`src/rtl/clint_rd_arbiter_if.sv`:
```
// AXI4-Lite read-channel bundle (AR + R) shared by the IFU, LSU and CLINT ports.
// Latency: none, wires only.
// Backpressure: carried by arready/rready in the usual valid/ready manner.
interface clint_rd_arbiter_if #(
    parameter int ADDR_W = 32,
    parameter int DATA_W = 32
);
    logic              arvalid;
    logic              arready;
    logic [ADDR_W-1:0] araddr;
    logic              rvalid;
    logic              rready;
    logic [DATA_W-1:0] rdata;
    logic [1:0]        rresp;

    // Seen from the side that issues reads.
    modport master (
        output arvalid, araddr, rready,
        input  arready, rvalid, rdata, rresp
    );

    // Seen from the side that answers reads.
    modport slave (
        input  arvalid, araddr, rready,
        output arready, rvalid, rdata, rresp
    );
endinterface

```
`src/rtl/clint_rd_arbiter.sv`:
```
// Two-master AXI4-Lite read arbiter (IFU=m0, LSU=m1) in front of the CLINT, round-robin grant.
// Latency: request seen in IDLE -> s_arvalid next cycle; R handshake -> IDLE next cycle.
// Backpressure: one read outstanding; losing master sees arready=0 until the current read completes.
module clint_rd_arbiter #(
    parameter int ADDR_W = 32,
    parameter int DATA_W = 32
) (
    input  logic                 clk,
    input  logic                 rst,
    clint_rd_arbiter_if.slave    m0,
    clint_rd_arbiter_if.slave    m1,
    clint_rd_arbiter_if.master   s,
    output logic                 busy,
    output logic                 grant
);

    typedef enum logic [1:0] {
        IDLE = 2'b00,
        AR   = 2'b01,
        R    = 2'b10
    } state_t;

    state_t state_q, state_d;
    logic   gnt_q, gnt_d;
    logic   last_q, last_d;

    // Request-side signals of whichever master currently holds the grant.
    logic              sel_arvalid;
    logic              sel_rready;
    logic [ADDR_W-1:0] sel_araddr;
    logic [DATA_W-1:0] rd_dat;
    logic [1:0]        rd_resp;

    assign sel_arvalid = gnt_q ? m1.arvalid : m0.arvalid;
    assign sel_rready  = gnt_q ? m1.rready  : m0.rready;
    assign sel_araddr  = gnt_q ? m1.araddr  : m0.araddr;

    // Returned data is only forwarded while the slave marks it valid, so idle buses read as zero.
    assign rd_dat  = s.rvalid ? s.rdata : '0;
    assign rd_resp = s.rvalid ? s.rresp : 2'b00;

    // State, grant and round-robin pointer; last starts at 1 so the first tie goes to m0.
    always_ff @(posedge clk) begin
        if (rst) begin
            state_q <= IDLE;
            gnt_q   <= 1'b0;
            last_q  <= 1'b1;
        end else begin
            state_q <= state_d;
            gnt_q   <= gnt_d;
            last_q  <= last_d;
        end
    end

    // Next-state: arbitrate in IDLE, wait for AR handshake, then wait for R handshake.
    always_comb begin
        state_d = state_q;
        gnt_d   = gnt_q;
        last_d  = last_q;
        case (state_q)
            IDLE: begin
                if (m0.arvalid || m1.arvalid) begin
                    // On a tie the master not served last wins; otherwise the sole requester.
                    gnt_d   = (m0.arvalid && m1.arvalid) ? ~last_q : m1.arvalid;
                    state_d = AR;
                end
            end
            AR: begin
                // A granted master dropping arvalid just parks us here; no re-arbitration.
                if (sel_arvalid && s.arready) begin
                    state_d = R;
                end
            end
            R: begin
                if (s.rvalid && sel_rready) begin
                    last_d  = gnt_q;
                    state_d = IDLE;
                end
            end
            default: begin
                state_d = IDLE;
            end
        endcase
    end

    // Output steering: connect only the granted master to the slave, everything else held at zero.
    always_comb begin
        s.arvalid  = 1'b0;
        s.araddr   = '0;
        s.rready   = 1'b0;
        m0.arready = 1'b0;
        m0.rvalid  = 1'b0;
        m0.rdata   = '0;
        m0.rresp   = 2'b00;
        m1.arready = 1'b0;
        m1.rvalid  = 1'b0;
        m1.rdata   = '0;
        m1.rresp   = 2'b00;
        case (state_q)
            AR: begin
                s.arvalid = sel_arvalid;
                s.araddr  = sel_araddr;
                if (gnt_q) begin
                    m1.arready = s.arready;
                end else begin
                    m0.arready = s.arready;
                end
            end
            R: begin
                s.rready = sel_rready;
                if (gnt_q) begin
                    m1.rvalid = s.rvalid;
                    m1.rdata  = rd_dat;
                    m1.rresp  = rd_resp;
                end else begin
                    m0.rvalid = s.rvalid;
                    m0.rdata  = rd_dat;
                    m0.rresp  = rd_resp;
                end
            end
            default: begin
            end
        endcase
    end

    assign busy  = (state_q != IDLE);
    assign grant = gnt_q;

endmodule

```
`src/flat_wrapper.sv`:
```
// flat-port wrapper written by rule: the top's interface ports become plain ports
module clint_rd_arbiter_flat 
#(
    parameter int ADDR_W = 32,
    parameter int DATA_W = 32
)
  (clk, rst, busy, grant, m0_arvalid, m0_araddr, m0_rready, m0_arready, m0_rvalid, m0_rdata, m0_rresp, m1_arvalid, m1_araddr, m1_rready, m1_arready, m1_rvalid, m1_rdata, m1_rresp, s_arvalid, s_araddr, s_rready, s_arready, s_rvalid, s_rdata, s_rresp);
  clint_rd_arbiter_if #(.ADDR_W(ADDR_W), .DATA_W(DATA_W)) m0_i ();
  clint_rd_arbiter_if #(.ADDR_W(ADDR_W), .DATA_W(DATA_W)) m1_i ();
  clint_rd_arbiter_if #(.ADDR_W(ADDR_W), .DATA_W(DATA_W)) s_i ();
  input  logic clk;
  input  logic rst;
  output logic busy;
  output logic grant;
  input wire logic [$bits(m0_i.arvalid)-1:0] m0_arvalid;
  input wire logic [$bits(m0_i.araddr)-1:0] m0_araddr;
  input wire logic [$bits(m0_i.rready)-1:0] m0_rready;
  output wire logic [$bits(m0_i.arready)-1:0] m0_arready;
  output wire logic [$bits(m0_i.rvalid)-1:0] m0_rvalid;
  output wire logic [$bits(m0_i.rdata)-1:0] m0_rdata;
  output wire logic [$bits(m0_i.rresp)-1:0] m0_rresp;
  input wire logic [$bits(m1_i.arvalid)-1:0] m1_arvalid;
  input wire logic [$bits(m1_i.araddr)-1:0] m1_araddr;
  input wire logic [$bits(m1_i.rready)-1:0] m1_rready;
  output wire logic [$bits(m1_i.arready)-1:0] m1_arready;
  output wire logic [$bits(m1_i.rvalid)-1:0] m1_rvalid;
  output wire logic [$bits(m1_i.rdata)-1:0] m1_rdata;
  output wire logic [$bits(m1_i.rresp)-1:0] m1_rresp;
  output wire logic [$bits(s_i.arvalid)-1:0] s_arvalid;
  output wire logic [$bits(s_i.araddr)-1:0] s_araddr;
  output wire logic [$bits(s_i.rready)-1:0] s_rready;
  input wire logic [$bits(s_i.arready)-1:0] s_arready;
  input wire logic [$bits(s_i.rvalid)-1:0] s_rvalid;
  input wire logic [$bits(s_i.rdata)-1:0] s_rdata;
  input wire logic [$bits(s_i.rresp)-1:0] s_rresp;
  assign m0_i.arvalid = m0_arvalid;
  assign m0_i.araddr = m0_araddr;
  assign m0_i.rready = m0_rready;
  assign m0_arready = m0_i.arready;
  assign m0_rvalid = m0_i.rvalid;
  assign m0_rdata = m0_i.rdata;
  assign m0_rresp = m0_i.rresp;
  assign m1_i.arvalid = m1_arvalid;
  assign m1_i.araddr = m1_araddr;
  assign m1_i.rready = m1_rready;
  assign m1_arready = m1_i.arready;
  assign m1_rvalid = m1_i.rvalid;
  assign m1_rdata = m1_i.rdata;
  assign m1_rresp = m1_i.rresp;
  assign s_arvalid = s_i.arvalid;
  assign s_araddr = s_i.araddr;
  assign s_rready = s_i.rready;
  assign s_i.arready = s_arready;
  assign s_i.rvalid = s_rvalid;
  assign s_i.rdata = s_rdata;
  assign s_i.rresp = s_rresp;
  clint_rd_arbiter #(.ADDR_W(ADDR_W), .DATA_W(DATA_W)) u_core (.clk(clk), .rst(rst), .m0(m0_i), .m1(m1_i), .s(s_i), .busy(busy), .grant(grant));
endmodule
```
`config.mk`:
```
export PLATFORM = sky130hd
export DESIGN_NAME = clint_rd_arbiter_flat
export DESIGN_NICKNAME = d
export VERILOG_FILES = /design/src/rtl/clint_rd_arbiter_if.sv /design/src/rtl/clint_rd_arbiter.sv /design/src/flat_wrapper.sv
export SDC_FILE = /design/constraint.sdc
export NUM_CORES = 1
export LEC_CHECK = 0
export BUFFER_PORTS_ARGS = -buffer_cell sky130_fd_sc_hd__buf_2
export CAP_MARGIN = 20
export CORE_AREA = 2 2 82 84
export CTS_CLUSTER_SIZE = 12
export DETAILED_ROUTE_END_ITERATION = 12
export DIE_AREA = 0 0 84 86
export HOLD_SLACK_MARGIN = 0.03
export PLACE_DENSITY = 0.67
export SLEW_MARGIN = 20
export SYNTH_ARGS = -nofsm -noshare
export SYNTH_HDL_FRONTEND = slang
export SYNTH_SLANG_ARGS = --single-unit
```
`constraint.sdc`:
```
create_clock -name clk -period 3.8 [get_ports clk]
set_clock_uncertainty 0.15 [all_clocks]
set_input_delay 0.76 -clock clk [delete_from_list [all_inputs] [get_ports clk]]
set_output_delay 0.76 -clock clk [all_outputs]
set_load 0.01 [all_outputs]
```
==> summary.md, run 1 <==
| Metric | Value |
|---|---|
| R2R Setup Slk | roughly 2.0 ns |
| Worst setup SP type | register |
| Final slew viol count | 0 |
| Sequential element share of the synthesized area | 6.48% |
| Tot Pwr | 338 µW |
| Tightest Hold Check Type | reg2reg |
| Worst r2r dst | u_core.state_q[0]$_SDFFE_PP0P_ |
| Via count | between 1500 and 2000 |
| PD cells | 143 nW/µm² |
| IO Port Bufs | 213 |
| Die height | approximately 86 µm |
| Sink Count | 4 |
| Initial antenna violation count | 0 |
| Ys Warns | 0 |
| Worst Hold End | u_core.last_q$_SDFFE_PP1P_ |
| Via-to-Cell Ratio | 4.18 |
| First-pass GRT wire length | between 7 and 8 mm |
| Delay-heaviest family, CP | simple AND/OR/NAND/NOR gates |
| Largest net degree at the start of global routing | 41 |
| GPL Wtd Cong | 0.772 |
| Share of cells above drive strength 1 | 58.2% |
| Post-route ant nets | 0 |
| Synthesized area | 1230 µm² |
| H-tree Lvls | 1 |
| Syn nets | between 200 and 300 |
| Fin area | 2360 µm² |
| Most frequent cells in the layout | buf_2 (213), and2_1 (69), mux2i_1 (33), nor2_1 (33) |
| Filler instances | roughly 640 |
| Hold_sp | u_core.last_q$_SDFFE_PP1P_ |
| # diodes | 0 |
| PnR worst setup slack | between 0.9 and 1 ns |
| Die Wd | 84 µm |
| Number of buffers inserted by hold repair at cts | 0 |
| Post-CTS Resized | 0 |
| Starting density of the core | between 10% and 20% |
| Largest stage delay, worst path | 0.71 ns |
| Synthesized instance count | 179 |
| Worst hold stages | 2 |
| Clk_lat worst skew | 0.22 ns |
| Crit Path Category | reg2out |
| Vias in the first global route | ~1800 |
| Hpwl dp | 4.12 mm |
| Area grow syn2layout | 91.3% |
| Dpl ws | between 0.9 and 1 ns |
| Worst path slowest cell | and3_1 |
| Setup TNS | 0 ns |
| Worst rel slew slack | 45.5% |
| Max_cap viols | 0 |
| Final setup viols | 0 |
| Layout Cells excl Fill | 460 |
| CTS buffer count | 3 |
| Clock Tree Buf Depth | 2 |
| Min Tclk post-route | roughly 2.9 ns |
| WL per Instance | 10.2 µm |
| Crit-path max FO | 35 |
| Crit path DAT | 1.94 ns |
| VDD IR max | 131 µV |
| Reg2Reg Launch Point | u_core.grant$_SDFFE_PP0P_ |
| Most common cell after layout, fill and taps aside | buf_2 |
| Final Hold Fails | 0 |
| Placed cells | between 400 and 500 |
| Critical path cell sequence | nor2b_4 -> and3_1 -> and2_1 -> buf_2 |
| IO Pins | between 200 and 250 |
| Outcome | completed |
| Die area | 7220 µm² |
| Worst path bufs/invs | 1 |
| Post-CTS Setup Bufs | 0 |
| Core area | about 6300 µm² |
| Grt total ovfl | 0 |
| Critical Path RT | between 2 and 3 ns |
| Leakage | 1.49 nW |
| Worst setup EP type | output port |
| Synthesized flop and latch total | 4 |
| Nets | just under 500 |
| WL final | between 4 and 5 mm |
| Post-Place Cell Area | 2320 µm² |
| Root Buffer | clkbuf_8 |
| RSZ-0062 raised after global routing | no |
| Min Hold Slack | 0.412 ns |
| Reg2reg path depth | 4 |
| Synth unique cells | 27 |
| Initial DRC count | 15 |
| Syn Area/Cell | slightly below 7 µm² |
| Clk slew on worst S/H paths | approximately 0.030 ns |
| DRT Pass-1 Iters | 4 |
| # rows | 29 |
| Finished Core Util | 37.6% |
| Slew @ Worst Pin | 0.817 ns |
| GRT Util Overall | 11.7% |
| Fin crit share | 75.1% |
| Post-route DRC | 0 |
| TritonCTS clock tree | built |
| Fmax | 0.351 GHz |
==> flip-flops by register name, indices dropped and copies added, names as in the netlist <==
signal	cells
u_core.state_q	2
u_core.grant	1
u_core.last_q	1
==> report_power, final <==
group / leakage [nW] / internal, mW / total [mW] / switching (mW)
Sequential: 0.0334 / 0.0460 / 0.0508 / 0.00479
Combinational: 1.44 / 0.101 / 0.199 / 0.0979
Clock: 0.0216 / 0.0675 / 0.0887 / 0.0213
Total: 1.49 / 0.214 / 0.338 / 0.124
==> final cells by class <==
cell class                 instances  area (µm²)  area share [%]
tap                               77        96.3            4.08
inverter                           2        7.51           0.318
multi-input combinational        159        1050            44.7
clock buffer                       3        41.3            1.75
sequential                         4        81.3            3.44
timing repair buffer             215        1080            45.8
==> worst max path at each step <==
stage | end | slack (ns) | start | cells past startpoint
finish | m1_rdata[11] | 0.95 | u_core.state_q[1]$_SDFFE_PP0P_ | 4
global placement | m1_rdata[7] | 1.0 | s_rvalid | 4
CTS | m1_rdata[25] | 0.93 | u_core.state_q[1]$_SDFFE_PP0P_ | 4
global route | m1_rdata[22] | 0.72 | u_core.state_q[1]$_SDFFE_PP0P_ | 4
detailed placement | m1_rdata[25] | 0.95 | s_rvalid | 4
floorplan | m0_rdata[23] | 1.45 | s_rvalid | 4
==> synthesized netlist by cell type (all sizes together) <==
cell type   n  area [µm²]
buf        13        91.3
dfxtp       4        80.1
or2         1        6.26
nor4        1        6.26
mux2        1        11.3
nand2       2        7.51
inv         2        7.51
nor3b       1        18.8
nor2       33         124
nand2b      1        6.26
a31oi       1        6.26
clkbuf      1        3.75
a21oi       3        15.0
o21bai      1        7.51
a211oi      1        7.51
o21ai       2        10.0
nand4b      1        8.76
and2       69         432
mux2i      33         330
nand3       1        5.00
nor2b       3        26.3
nor3        1        5.00
and3        3        18.8
==> per-layer routing <==
layer	wire (µm)	vias up	track usage (%)
met5	0	-	0
met4	15	0	1.91
met3	525	2	2.02
met2	2560	124	25.5
met1	1600	808	11.5
li1	-	988	-
==> logic make-up after synthesis <==
kind of cell	synth area share (%)
and+or+nand+nor	53.8
AOI/OAI and AO/OA	3.75
buffers and inverters	8.31
DFF	6.48
muxes	27.7
==> worst reg2reg max path: cells and delay by family (launching register included) <==
kind | cells | cell delay, ns
buffers and inverters | 1 | 0.48
DFF | 1 | 0.31
muxes | 1 | 0.41
and+or+nand+nor | 2 | 0.39
(Power assumes the default switching activity.)
==> run 2: changes to the inputs <==
Settings changed: ABC_AREA from default to 1, PLACE_DENSITY 0.67 to 0.69.
Clock period 3.8 ns to 2.51 ns, I/O delays scaled along.
==> summary.md, run 2 <==
| Metric | Value |
|---|---|
| Root Buffer | clkbuf_8 |
| Synthesized instance count | 270 (+51%) |
| Worst setup SP type | register |
| Ys Warns | 0 (unchanged) |
| Top_reg_cell synth | dfxtp_1 |
| Most frequent cells in the layout | buf_2 (213), nand2_1 (79), nor2_1 (73), inv_1 (46), a21oi_1 (36) |
| Area contributors post-synth | nand2_1 (24%), nor2_1 (23%), a21oi_1 (15%) |
| Largest stage delay, worst path | 0.36 ns (-0.35 ns) |
| Final setup viols | 0 (unchanged) |
| Crit Path Category | reg2out |
| Min Tclk post-route | ~2.3 ns |
| Tightest Hold Check Type | reg2reg |
| Clk slew on worst S/H paths | 0.03 ns (about the same) |
| Final Hold Fails | 0 (unchanged) |
| Post-CTS Resized | 0 (unchanged) |
| CTS buffer count | 3 (unchanged) |
| Worst setup EP type | output port |
| Number of buffers inserted by hold repair at cts | 0 (unchanged) |
| PD cells | 223 nW/µm² (+56%) |
| Initial antenna violation count | 1 (+1) |
| Slew @ Worst Pin | 0.586 ns (-0.231 ns) |
| Worst path slowest cell | nand2_2 |
| Die height | 86 µm (unchanged) |
| Clock Tree Buf Depth | 2 (unchanged) |
| WL final | 5.68 mm (+21%) |
| Most common cell in the netlist | nand2_1 |
| Sequential element share of the synthesized area | 6.61% (+0.13 points) |
| Fmax | 0.442 GHz |
| Area grow syn2layout | 90.7% |
| WL per Instance | 10.4 µm (+1.2%) |
| Setup TNS | 0 ns (unchanged) |
| Fin crit share | 90.0% |
| Crit path DAT | 1.61 ns (-0.33 ns) |
| Finished Core Util | 36.8% (-0.84 points) |
| Delay-heaviest family, CP | simple AND/OR/NAND/NOR gates |
| Critical path cell sequence | inv_1 -> nand2_2 -> nor2_1 -> nand2_2 -> nor2_1 -> buf_2 |
| Worst path bufs/invs | 2 (+1) |
| Commonest cells post-synth | nand2_1 (79), nor2_1 (73), inv_1 (46) |
| Die Wd | 84 µm (unchanged) |
| Largest area contributor in the netlist | nand2_1 |
| Core area | 6280 µm² (unchanged) |
| Max_cap viols | 0 (unchanged) |
| IO Port Bufs | 213 (unchanged) |
| Most common cell after layout, fill and taps aside | buf_2 |
| Syn Area/Cell | 4.49 µm² (-35%) |
| Synthesized flop and latch total | 4 (unchanged) |
| Crit-path max FO | 35 (unchanged) |
| Clk_lat worst skew | 0.22 ns (about the same) |
| GPL Wtd Cong | 0.924 (+20%) |
| Via-to-Cell Ratio | 4.19 (+0.35%) |
| Critical Path RT | 1.86 ns (-1.03 ns) |
| IO Pins | 214 (unchanged) |
| Synthesized area | 1210 µm² (-1.9%) |
| Reg with most FFs | u_core.state_q |
| Fraction of registers with async set/reset | 0% (unchanged) |
| H-tree Lvls | 1 (unchanged) |
| Hpwl dp | 4.93 mm (+20%) |
| GRT Util Overall | 14.0% (+2.2 points) |
| Sink Count | 4 (unchanged) |
| Largest net degree at the start of global routing | 41 (unchanged) |
| # rows | 29 (unchanged) |
| Die area | 7220 µm² (unchanged) |
| Initial DRC count | 64 (+49) |
| RSZ-0062 raised after global routing | no |
| VDD IR max | 189 µV (+44%) |
| Final slew viol count | 0 (unchanged) |
| Min Hold Slack | 0.341 ns (-0.0709 ns) |
| Share of cells above drive strength 1 | 47.6% (-11 points) |
| Post-CTS Setup Bufs | 0 (unchanged) |
| Post-route DRC | 0 (unchanged) |
| Grt total ovfl | 0 (unchanged) |
| First-pass GRT wire length | 8.60 mm (+16%) |
| Outcome | completed |
| Via count | 2302 (+20%) |
| Post-route ant nets | 0 (unchanged) |
| Leakage | 1.72 nW (+16%) |
| Worst rel slew slack | 60.8% (+15 points) |
| Vias in the first global route | 1973 (+10%) |
| Share of the synthesized area in the top cell type | 24.5% (-10 points) |
| DRT Pass-1 Iters | 4 (unchanged) |
| Nets | 579 (+18%) |
| Syn nets | 376 (+32%) |
| Max FFs per register | 2 (unchanged) |
| Starting density of the core | 19.3% (-0.38 points) |
| Post-synth EDFFs | 0 (unchanged) |
| TritonCTS clock tree | built |
| Synth unique cells | 13 (-52%) |
## run 2: changes by cell type after synthesis, sizes merged, moves of 2 or more
cell / before / now
a21oi: 3 / 36
and2: 69 / 0
and3: 3 / 0
buf: 13 / 17
inv: 2 / 49
mux2i: 33 / 0
nand2: 2 / 81
nand3: 1 / 5
nor2: 33 / 73
nor2b: 3 / 0
nor3: 1 / 3
## run 2: final timing paths
check / startpoint / endpoint / slack [ns] / depth (start not counted)
max: u_core.state_q[0]$_SDFFE_PP0P_ / m0_rdata[8] / 0.25 / 6
min reg2reg: u_core.last_q$_SDFFE_PP1P_ / u_core.last_q$_SDFFE_PP1P_ / 0.34 / 2
max reg2reg: u_core.grant$_SDFFE_PP0P_ / u_core.state_q[1]$_SDFFE_PP0P_ / 1.08 / 6
min: u_core.last_q$_SDFFE_PP1P_ / u_core.last_q$_SDFFE_PP1P_ / 0.34 / 2
## run 2: area by class of cell
| type | count | area (µm²) |
|---|---|---|
| diodes | 1 | 2.50 |
| clock buffers | 3 | 41.3 |
| fillers | 699 | 3970 |
| inverters | 49 | 184 |
| multi-input cells | 200 | 825 |
| flip-flops and latches | 4 | 80.1 |
| well taps | 77 | 96.3 |
| repair buffers | 215 | 1080 |
## run 2: worst min-delay path: cells and delay by family (launching register included)
| family | cells | cell delay, ns |
|---|---|---|
| flops | 1 | 0.31 |
| simple gates | 2 | 0.12 |
## run 2: report_power, final
part	leakage (nW)	internal (mW)	switching [mW]
Sequential	0.0328	0.0679	0.00295
Clock	0.0216	0.102	0.0326
Combinational	1.67	0.133	0.176
Total	1.72	0.303	0.212
## run 2: metrics by stage
stage          total power [mW]  cell area [µm²]  instances  worst slack, ns
4_1_cts                   0.522             2310        548            0.263
5_1_grt                   0.564             2310        549           0.0418
3_3_place_gp              0.380             2270        545            0.363
2_1_floorplan             0.231             1210        270            0.644
3_5_place_dp              0.383             2270        545            0.302
6_report                  0.514             2310        549            0.250
## run 2: cell families after synthesis
| logic type | share of synthesized area (%) |
|---|---|
| AND/OR/NAND/NOR | 52.4 |
| buffers and inverters | 25.3 |
| AO/OA/AOI/OAI | 15.7 |
| flip-flops | 6.61 |
## run 2: per-layer routing
metal / GRT usage [%] / up-vias / share of wire, %
met4: 3.67 / 0 / 2.0
met3: 2.89 / 8 / 10
met5: 0 / - / 0
li1: - / 1194 / -
met1: 15.1 / 961 / 38
met2: 27.4 / 139 / 50
==> run 3: changes to the inputs <==
Settings changed: PLACE_DENSITY 0.69 to default, PLACE_DENSITY_LB_ADDON from default to 0.15.
==> summary.md, run 3 (synthesized netlist as in run 2, its figures left out) <==
| Metric | Value |
|---|---|
| Reg2reg path depth | 6 (unchanged) |
| Min Tclk post-route | 2.26 ns (+0.00320 ns) |
| Most common cell after layout, fill and taps aside | buf_2 |
| Starting density of the core | 19.3% (unchanged) |
| RSZ-0062 raised after global routing | no |
| Initial antenna violation count | 0 (-1) |
| Via count | 2271 (-1.3%) |
| Crit-path max FO | 35 (unchanged) |
| Crit Path Category | reg2out |
| Worst path slowest cell | nand2_2 |
| Post-CTS Setup Bufs | 0 (unchanged) |
| Tot Pwr | 512 µW (-0.41%) |
| Root Buffer | clkbuf_8 |
| GRT Util Overall | 14.8% (+0.84 points) |
| First-pass GRT wire length | 8.91 mm (+3.7%) |
| Clk slew on worst S/H paths | 0.03 ns (about the same) |
| WL final | 5.89 mm (+3.5%) |
| Clock Tree Buf Depth | 2 (unchanged) |
| Layout Cells excl Fill | 548 (-0.18%) |
| Slew @ Worst Pin | 0.615 ns (+0.0291 ns) |
| Setup TNS | 0 ns (unchanged) |
| H-tree Lvls | 1 (unchanged) |
| NetSw | 210 µW (-0.99%) |
| Worst setup SP type | register |
| Worst hold stages | 2 (unchanged) |
| Reg2Reg Launch Point | u_core.grant$_SDFFE_PP0P_ |
| Post-CTS Resized | 0 (unchanged) |
| # diodes | 0 (-1) |
| Leakage | 1.72 nW (about the same) |
| PD cells | 222 nW/µm² (-0.30%) |
| PnR worst setup slack | 0.247 ns (-0.00320 ns) |
| Most frequent cells in the layout | buf_2 (213), nand2_1 (79), nor2_1 (73), inv_1 (46), a21oi_1 (36) |
| TritonCTS clock tree | built |
| IO Port Bufs | 213 (unchanged) |
| Die Wd | 84 µm (unchanged) |
| Max FFs per register | 2 (unchanged) |
| Fin crit share | 90.2% (+0.13 points) |
| Critical Path RT | 1.86 ns (about the same) |
| Final slew viol count | 0 (unchanged) |
| DRT Pass-1 Iters | 4 (unchanged) |
| WL per Instance | 10.7 µm (+3.7%) |
| IO Pins | 214 (unchanged) |
| Max_cap viols | 0 (unchanged) |
| Crit path DAT | 1.61 ns (about the same) |
| CTS buffer count | 3 (unchanged) |
| VDD IR max | 88.2 µV (-53%) |
| Critical path cell sequence | inv_2 -> nand2_2 -> nor2_1 -> buf_2 |
| Switch share | 40.9% (-0.24 points) |
| Finished Core Util | 36.8% (-0.040 points) |
| Combinational fraction of design power | 60.2% (+0.2 points) |
| Die area | 7220 µm² (unchanged) |
| # rows | 29 (unchanged) |
| Worst Hold End | u_core.last_q$_SDFFE_PP1P_ |
| Reg with most FFs | u_core.state_q |
| Area grow syn2layout | 90.5% |
| Number of buffers inserted by hold repair at cts | 0 (unchanged) |
| Die height | 86 µm (unchanged) |
| Hold_sp | u_core.last_q$_SDFFE_PP1P_ |
| Share of cells above drive strength 1 | 47.6% (unchanged) |
| Core area | 6280 µm² (unchanged) |
| Vias in the first global route | 1999 (+1.3%) |
| Largest stage delay, worst path | 0.43 ns (+0.07 ns) |
| Sink Count | 4 (unchanged) |
| Delay-heaviest family, CP | simple AND/OR/NAND/NOR gates |
| Tightest Hold Check Type | reg2reg |
| Fmax | 0.442 GHz (-0.14%) |
| Placed cells | 545 (unchanged) |
| Clk_lat worst skew | 0.21 ns (about the same) |
| Worst r2r dst | u_core.last_q$_SDFFE_PP1P_ |
| GPL Wtd Cong | 0.819 (-11%) |
| Dpl ws | 0.279 ns (-0.0225 ns) |
| Outcome | completed |
| Worst setup EP type | output port |
| Worst rel slew slack | 58.8% (-1.9 points) |
| Worst path bufs/invs | 2 (unchanged) |
| Grt total ovfl | 0 (unchanged) |
| Clock Power Share | 26.1% (about the same) |
| Final Hold Fails | 0 (unchanged) |
| Post-route ant nets | 0 (unchanged) |
| Initial DRC count | 32 (-50%) |
| Internal power | 303 µW (about the same) |
| Nets | 579 (unchanged) |
| Sequential Power Share | 13.8% (about the same) |
| Final setup viols | 0 (unchanged) |
| Post-route DRC | 0 (unchanged) |
| Via-to-Cell Ratio | 4.14 (-1.2%) |
| R2R Setup Slk | 1.11 ns (+0.03 ns) |
| Hpwl dp | 4.85 mm (-1.6%) |
| Largest net degree at the start of global routing | 41 (unchanged) |
==> run 3: layout make-up <==
cell class | count | area, µm²
flip-flops and latches | 4 | 80.1
well taps | 77 | 96.3
inverters | 49 | 184
multi-input cells | 200 | 825
repair buffers | 215 | 1080
clock buffers | 3 | 41.3
fillers | 733 | 3970
==> run 3: tightest hold or removal path, stage by stage (launching register included) <==
cell and delay, ns:
dfxtp_1 0.33, nand2_1 0.06, nand3_1 0.06
==> run 3: through the flow <==
stage	hold slack (ns)	area, µm²
6_report	0.333	2310
4_1_cts	0.327	2310
5_1_grt	0.339	2310
3_5_place_dp	0.320	2270
3_3_place_gp	0.320	2270
2_1_floorplan	0.291	1210
==> run 3: worst max-delay path by stage <==
stage                                               from           end  slack [ns]  cells after the start
after floorplan                                 s_rvalid  m1_rdata[10]        0.64                      5
after global placement                          s_rvalid  m0_rdata[21]        0.31                      6
after detailed placement                        s_rvalid  m0_rdata[28]        0.28                      6
after CTS                 u_core.state_q[1]$_SDFFE_PP0P_  m0_rdata[28]        0.23                      5
after global routing      u_core.state_q[1]$_SDFFE_PP0P_   m0_rdata[7]        0.05                      5
final                          u_core.grant$_SDFFE_PP0P_   m0_rdata[5]        0.25                      4
==> run 3: routing by layer <==
metal	share of wire (%)	up-vias	GRT usage, %
met5	0	-	0
li1	-	1194	-
met1	37	925	15.5
met4	2.2	0	6.01
met3	11	12	3.46
met2	51	140	28.4
==> run 3: power groups by stage <==
stage	registers (mW)	logic, mW	clock network [mW]
global route	0.0710	0.346	0.146
global placement	0.0713	0.312	0
floorplan	0.0720	0.159	0
detailed placement	0.0714	0.312	0
finish	0.0705	0.308	0.134
CTS	0.0705	0.313	0.139
